==> config.mk <==
export PLATFORM = sky130hd
export DESIGN_NAME = ahb_avalon_extmem_bridge
export DESIGN_NICKNAME = d
export VERILOG_FILES = /design/src/rtl/ahb_avalon_extmem_bridge.sv
export SDC_FILE = /design/constraint.sdc
export NUM_CORES = 1
export LEC_CHECK = 0
export BUFFER_PORTS_ARGS = -buffer_cell sky130_fd_sc_hd__buf_4
export CORE_ASPECT_RATIO = 1.25
export CORE_MARGIN = 4
export CORE_UTILIZATION = 45
export CTS_CLUSTER_SIZE = 16
export DETAILED_ROUTE_END_ITERATION = 8
export PLACE_DENSITY = 0.91
export SYNTH_ARGS = -nofsm -noshare
export SYNTH_HDL_FRONTEND = slang
export SYNTH_SLANG_ARGS = --single-unit
==> constraint.sdc <==
create_clock -name clk -period 1.8 [get_ports clk]
set_input_delay 0.09 -clock clk [delete_from_list [all_inputs] [get_ports clk]]
set_output_delay 0.09 -clock clk [all_outputs]
set_load 0.01 [all_outputs]
==> src/rtl/ahb_avalon_extmem_bridge.sv <==
// AHB-Lite subordinate that turns each EXT_MEM beat into one Avalon-MM read or write.
// Latency: write ready at t+3, read ready at t+2+L (L = Avalon read latency), plus waitrequest stalls.
// Backpressure: HREADYExt is held low while Avalon waitrequest stalls or read data is outstanding.
module ahb_avalon_extmem_bridge #(
    parameter int              AHBW          = 32,
    parameter int              PA_BITS       = 32,
    parameter logic [63:0]     EXT_MEM_BASE  = 64'h2000_0000,
    parameter logic [63:0]     EXT_MEM_RANGE = 64'h0E00_0000,
    parameter int              AVL_ADDR_BITS = 28
) (
    input  logic                     clk,
    input  logic                     reset,
    input  logic                     HSELExt,
    input  logic [PA_BITS-1:0]       HADDR,
    input  logic [1:0]               HTRANS,
    input  logic                     HWRITE,
    input  logic [2:0]               HSIZE,
    input  logic [2:0]               HBURST,
    input  logic                     HREADY,
    input  logic [31:0]              HWDATA,
    input  logic [3:0]               HWSTRB,
    output logic                     HREADYExt,
    output logic                     HRESPExt,
    output logic [31:0]              HRDATAExt,
    output logic [AVL_ADDR_BITS-1:0] avm_address,
    output logic                     avm_read,
    output logic                     avm_write,
    output logic [31:0]              avm_writedata,
    output logic [3:0]               avm_byteenable,
    input  logic                     avm_waitrequest,
    input  logic [31:0]              avm_readdata,
    input  logic                     avm_readdatavalid
);

    // Elaboration-time sanity terms; never read by logic.
    localparam bit cfg_unused_ok = (AHBW == 32) &&
                                   (EXT_MEM_RANGE < (64'd1 << AVL_ADDR_BITS));

    typedef enum logic [2:0] {
        IDLE, WR_DATA, WR_REQ, RD_REQ, RD_WAIT, DONE, ERR1, ERR2
    } state_t;

    state_t               state;
    logic                 accept;
    logic                 size_err;
    logic [3:0]           rd_be;
    logic [PA_BITS-1:0]   offset;

    assign accept = HSELExt & HTRANS[1] & HREADY;
    assign offset = HADDR - EXT_MEM_BASE[PA_BITS-1:0];

    assign size_err = (HSIZE > 3'd2) ||
                      ((HSIZE == 3'd1) && HADDR[0]) ||
                      ((HSIZE == 3'd2) && (HADDR[1:0] != 2'b00));

    always_comb begin
        rd_be = 4'b1111;
        case (HSIZE)
            3'd0:    rd_be = 4'b0001 << HADDR[1:0];
            3'd1:    rd_be = 4'b0011 << HADDR[1:0];
            default: rd_be = 4'b1111;
        endcase
    end

    // Bursts are treated as independent SINGLE beats; the upper offset bits fall outside the window.
    logic unused_ok;
    assign unused_ok = &{1'b0, HBURST, HTRANS[0], offset[PA_BITS-1:AVL_ADDR_BITS],
                         offset[1:0], cfg_unused_ok};

    always_ff @(posedge clk) begin
        if (reset) begin
            state          <= IDLE;
            HREADYExt      <= 1'b1;
            HRESPExt       <= 1'b0;
            HRDATAExt      <= '0;
            avm_address    <= '0;
            avm_read       <= 1'b0;
            avm_write      <= 1'b0;
            avm_writedata  <= '0;
            avm_byteenable <= '0;
        end else begin
            case (state)
                IDLE, DONE, ERR2: begin
                    state     <= IDLE;
                    HREADYExt <= 1'b1;
                    HRESPExt  <= 1'b0;
                    if (accept) begin
                        HREADYExt <= 1'b0;
                        if (size_err) begin
                            state    <= ERR1;
                            HRESPExt <= 1'b1;
                        end else if (HWRITE) begin
                            state       <= WR_DATA;
                            avm_address <= {offset[AVL_ADDR_BITS-1:2], 2'b00};
                        end else begin
                            state          <= RD_REQ;
                            avm_address    <= {offset[AVL_ADDR_BITS-1:2], 2'b00};
                            avm_byteenable <= rd_be;
                            avm_read       <= 1'b1;
                        end
                    end
                end
                WR_DATA: begin
                    state          <= WR_REQ;
                    avm_writedata  <= HWDATA;
                    avm_byteenable <= HWSTRB;
                    avm_write      <= 1'b1;
                end
                WR_REQ: begin
                    if (!avm_waitrequest) begin
                        state     <= DONE;
                        avm_write <= 1'b0;
                        HREADYExt <= 1'b1;
                    end
                end
                RD_REQ: begin
                    if (!avm_waitrequest) begin
                        state    <= RD_WAIT;
                        avm_read <= 1'b0;
                    end
                end
                RD_WAIT: begin
                    if (avm_readdatavalid) begin
                        state     <= DONE;
                        HRDATAExt <= avm_readdata;
                        HREADYExt <= 1'b1;
                    end
                end
                ERR1: begin
                    state     <= ERR2;
                    HREADYExt <= 1'b1;
                    HRESPExt  <= 1'b1;
                end
                default: begin
                    state     <= IDLE;
                    HREADYExt <= 1'b1;
                    HRESPExt  <= 1'b0;
                    avm_read  <= 1'b0;
                    avm_write <= 1'b0;
                end
            endcase
        end
    end

endmodule

; ---- Yosys cells after proc, flatten, opt, wreduce, memory -nomap -nowiden
; Index checks and enable logic that the tools add are counted.
[word_totals]
in_bits = 115
out_inout_bits = 100
mem_bits_ro = 0
latchBits = 0
register_bits = 101
mem_count = 0
mem_bits_rw = 0
[op_classes]
reduce_logical = 20
n_div = 0
n_mul = 0
magnitude_cmp = 1
bitwise_logic = 3
mux = 25
eq_ne = 15
n_shift = 2
add_sub_neg = 1
[op_table]
columns = operator, n
row1 = 28-bit by 1-bit subtractor with 28-bit output (second input constant), 1
row2 = 3-bit case mux with 6 select lines, 1
row3 = 4-bit case mux with 2 select lines, 2
row4 = 3-bit two-way mux, 5
row5 = 3-bit equality test (second input constant), 4
row6 = 4-bit two-way mux, 3
row7 = 2-bit != test (second input constant), 6
row8 = 2-bit nonzero test, 5
row9 = 3-bit by 2-bit equality test with 1-bit output (second input constant), 3
row10 = 1-bit two-way mux, 9
row11 = 3-bit AND reduction, 3
row12 = 3-bit by 1-bit equality test with 1-bit output (second input constant), 2
row13 = 3-bit zero test, 2
row14 = 1-bit case mux with 2 select lines, 3
row15 = 5-bit AND reduction, 1
row16 = 1-bit case mux with 4 select lines, 1
row17 = 2-bit AND reduction, 2
row18 = 4-bit AND reduction, 1
row19 = 4-bit nonzero test, 1
row20 = 1-bit by 2-bit left shift with 4-bit output (first input constant), 1
row21 = 2-bit by 2-bit left shift with 4-bit output (first input constant), 1
row22 = 3-bit by 2-bit greater-than comparator with 1-bit output (second input constant), 1
row23 = 3-bit OR reduction, 1
row24 = 1-bit bitwise AND, 2
row25 = 4 further kinds, 6

; ---- Depth between registers and ports, before layout
[depth]
depth_word = 7
ltp_mapped = 7
mapped_depth_nobuf = 4

; ---- Worst setup path before layout
; No wires, ideal clock.
[synth_timing]
path_kind = flip-flop to flip-flop
from = reg state[1]
to = reg avm_address[10]
t_arrival_ns = 1.434
setup_slack_ns = 0.234
stages_incl_launch_ff = 7
synth_period_minus_slack_ns = 1.566
path_cell_list = dfxtp_1 buf_2 or3_1 a22o_4 buf_6 o21ai_1 a21oi_1
[synth_via]
elab_chain_cells = 3
word_cells_on_any_way = 5
classes_between = eq/ne (2) / reduce/logical (3)
[synth_rtl]
columns = item, line_no
row1 = from (decl), 43  ; state_t state;
row2 = from (signal assigned), 72  ; state <= IDLE;
row3 = from (signal assigned), 84  ; state <= IDLE;
row4 = from (signal assigned), 90  ; state <= ERR1;
row5 = 3-bit equality test or 3-bit zero test (tied branches), 82  ; case (state)
row6 = 3-bit OR reduction (*), 82
row7 = 3-bit AND reduction (no source line) (*), n/a
row8 = to (signal assigned), 94  ; avm_address <= {offset[AVL_ADDR_BITS-1:2], 2'b00};
row9 = to (signal assigned), 97  ; avm_address <= {offset[AVL_ADDR_BITS-1:2], 2'b00};
row10 = to (decl), 25  ; output logic [AVL_ADDR_BITS-1:0] avm_address,
; Mark *: on every way between the ends. The rest lies on a longest branch, timed or not.
; A chain may end at the register's enable or synchronous reset.

; ---- Worst setup path in the final report
[layout_timing]
from = reg state[0]
to = reg avm_writedata[23]
[layout_via]
elab_chain_cells = 1
[layout_rtl]
columns = item, line_no
row1 = 3-bit by 1-bit equality test with 1-bit output, 82
row2 = to (signal assigned), 79  ; avm_writedata <= '0;
row3 = to (signal assigned), 105  ; avm_writedata <= HWDATA;
row4 = to (decl), 28  ; output logic [31:0] avm_writedata,
; Every way passes these cells.

==> impl_results.md <==
- Status: finished clean
- Share of cells above drive strength 1: 31.3%
- Power Dens Cells: 855 nW/um^2
- CP peak stage delay: 350 ps
- Total track usage: 28.1%
- Die H: 113 microns
- IO buf count: 204
- Tmin final: 1670 ps
- FP Rows: 38
- Syn Inst Count: 495
- TritonRoute pass-1 iters: 5
- Critical Path Most Common Cell: buf_4
- Worst-path maximum fanout: 25
- Max Freq: 600 MHz
- Post-Route WL: 15.0 mm
- Data required, critical path: 2090 ps
- Vias per inst: 5.28
- H-Tree Depth: 3
- Die W: 92.4 microns
- Initial antenna violation count: 0
- Startpoint Class: flop
- Max-slew violations: 0
- Initial DRC Count: 265
- Placer Congestion: 0.795
- Total CTS buffers: 9
- Clock Latency Late Sink: 370 ps
- Fillers: 526
- Synth unique cells: 45
- CP Capture Type: flop
- Hold Crit Class: in2reg
- Vias in the first global route: 4854
- Worst-Margin Slew: 702 ps
- Total grt overflow: 0
- Seq/Total Area, Yosys: 50.5%
- IO Count: 215
- CTS resizes: 0
- Post-place instance area: 5610 sq um
- Clock Tree Buf Depth: 2
- Dpl hpwl: 8.76 mm
- Number of diodes: 0
- Die area: 10500 sq um
- Critical path class: reg2reg
- DR WL/cell: 16.8 microns
- Max stage delay cell, worst path: dfxtp_1
- Final period util: 92.5%
- Fin. Hold Viols: 0
- CORE AREA: 8700 sq um
- Placed cells: 792
- Clk slew on worst S/H paths: 90 ps
- Nets: 886
- Initial Utilization: 46.0%
- Worst Skew: 11.6 ps
- Leakage power: 2.83 nW
- Final setup violation count: 0
- First-pass GRT wire length: 23.4 mm
- FF+latch count, synth: 101
- EDFF count, synth: 0
- TritonCTS clock tree: yes
- Fin cells: 894
- Largest net degree at the start of global routing: 68
- Dominant synthesized flop cell: dfxtp_1
- Worst ir drop on vdd: 0.631 mV
- CTS sink cnt: 101
- Slew headroom: 52.7%
- DRC viols: 0
- ANT nets after route: 0
- Worst-path cell chain: buf_4 -> clkinv_1 -> nor2_4 -> buf_4 -> buf_4 -> nand2_1 -> a21oi_1
- DR vias: 4721
- Synth Warn #: 0
- Mapped cell area: 4010 sq um
- Post-route cell area: 6690 sq um
- CP arrival: 1950 ps
- Asr flop ratio synth: 0%
- Avg Cell Area, Syn: 8.09 sq um
- Root Driver: clkbuf_8
- RSZ-0062 raised after global routing: false
- Finished Core Util: 76.9%
- Area growth from synthesis to layout: 67.1%
- Postcts setup bufs: 0
- Setup_tns: 0 ps
- Max-cap violations: 0
[cell type report]
type	count	area [sq um]	share of cell area, %
timing repair buffer	304	2540	37.9
sequential	101	2020	30.2
multi-input combinational	351	1770	26.4
clock buffer	13	169	2.52
tap	120	150	2.24
clock inverter	1	30.0	0.449
inverter	4	15.0	0.224
[metal layers]
layer | vias up | global-route usage (%) | part of all wire [%]
met1 | 2168 | 29.1 | 35
met3 | 69 | 6.20 | 7.6
met4 | 0 | 18.2 | 5.4
li1 | 2238 | - | -
met2 | 246 | 50.4 | 52
met5 | - | 0 | 0
[sequential cells by signal, indices dropped and copies added (netlist names)]
signal,cells
HRDATAExt,32
HREADYExt,1
HRESPExt,1
avm_address,26
avm_byteenable,4
avm_read,1
avm_write,1
avm_writedata,32
state,3
[worst paths after layout]
kind	from	endpoint	slack [ps]	cells after the start
max	state[0]	avm_writedata[23]	130	7
min	HADDR[17]	avm_address[17]	6	3
max reg2reg	state[0]	avm_writedata[23]	130	7
min reg2reg	avm_writedata[27]	avm_writedata[27]	460	2
[cells in the mapped netlist, types with 2 or more instances]
cell type  count  area share, %
or2_2          3           0.47
o21ai_1       28            3.5
nor3_1         2           0.25
a31oi_1        2           0.31
a221o_1        3           0.75
buf_1          3           0.28
buf_4          2           0.37
o21ai_0        7           0.87
clkbuf_1      23            2.2
nor2_1         8           0.75
nand3_1       28            3.5
a31o_2         2           0.44
dfxtp_1      101             50
a211oi_1       2           0.37
inv_1          3           0.28
buf_2          7           0.87
mux2i_1        3           0.75
nand3b_1       2           0.37
and3_1         5           0.78
a21oi_1       98             12
nand2b_1       3           0.47
nand2_1      133             12
buf_6          5            1.4
[critical path, delay by kind of cell, from the launching register on]
kind | cells | cell delay, ps
buf+inv | 4 | 810
flops | 1 | 350
compound gates | 1 | 170
simple gates | 2 | 250
[placed cells by master, fill, tap and decap left out, types with 2 or more instances in the layout]
| master | n |
|---|---|
| a211oi_1 | 2 |
| a21oi_1 | 98 |
| a221o_1 | 3 |
| a31o_2 | 2 |
| a31oi_1 | 2 |
| and3_1 | 5 |
| buf_12 | 3 |
| buf_4 | 213 |
| clkbuf_8 | 12 |
| conb_1 | 2 |
| dfxtp_1 | 101 |
| dlygate4sd3_1 | 88 |
| inv_1 | 3 |
| mux2i_1 | 3 |
| nand2_1 | 133 |
| nand2b_1 | 3 |
| nand3_1 | 28 |
| nand3b_1 | 2 |
| nor2_1 | 8 |
| nor3_1 | 2 |
| o21ai_0 | 7 |
| o21ai_1 | 28 |
| or2_2 | 3 |
[what timing repair did]
| action | CTS | global route |
|---|---|---|
| endpoints found under the setup margin | 0 | 0 |
| endpoints found under the hold margin | 88 | 0 |
| hold buffers | 88 | 0 |
[power by group]
part | internal, mW | switching, mW
logic | 0.800 | 0.890
clock network | 0.744 | 0.735
registers | 2.43 | 0.126
total | 3.97 | 1.75
[logic make-up (layout without fill, tap and decap cells)]
family	after synthesis	in the layout	synth area share, %
mux	3	3	0.750
simple gates	192	192	21.5
other cells	1	2	0.0936
flops	101	101	50.5
buf+inv	44	322	5.47
compound gates	154	154	21.7
[metrics by stage]
stage          hold slack (ps)  total power [mW]  worst slack, ps
2_1_floorplan              226              3.41              234
3_3_place_gp               337              4.01              135
4_1_cts                   1.56              5.68              154
3_5_place_dp               345              4.08             97.7
5_1_grt                   21.7              5.99             13.1
6_report                  5.65              5.72              134
(Power assumes the default switching activity.)
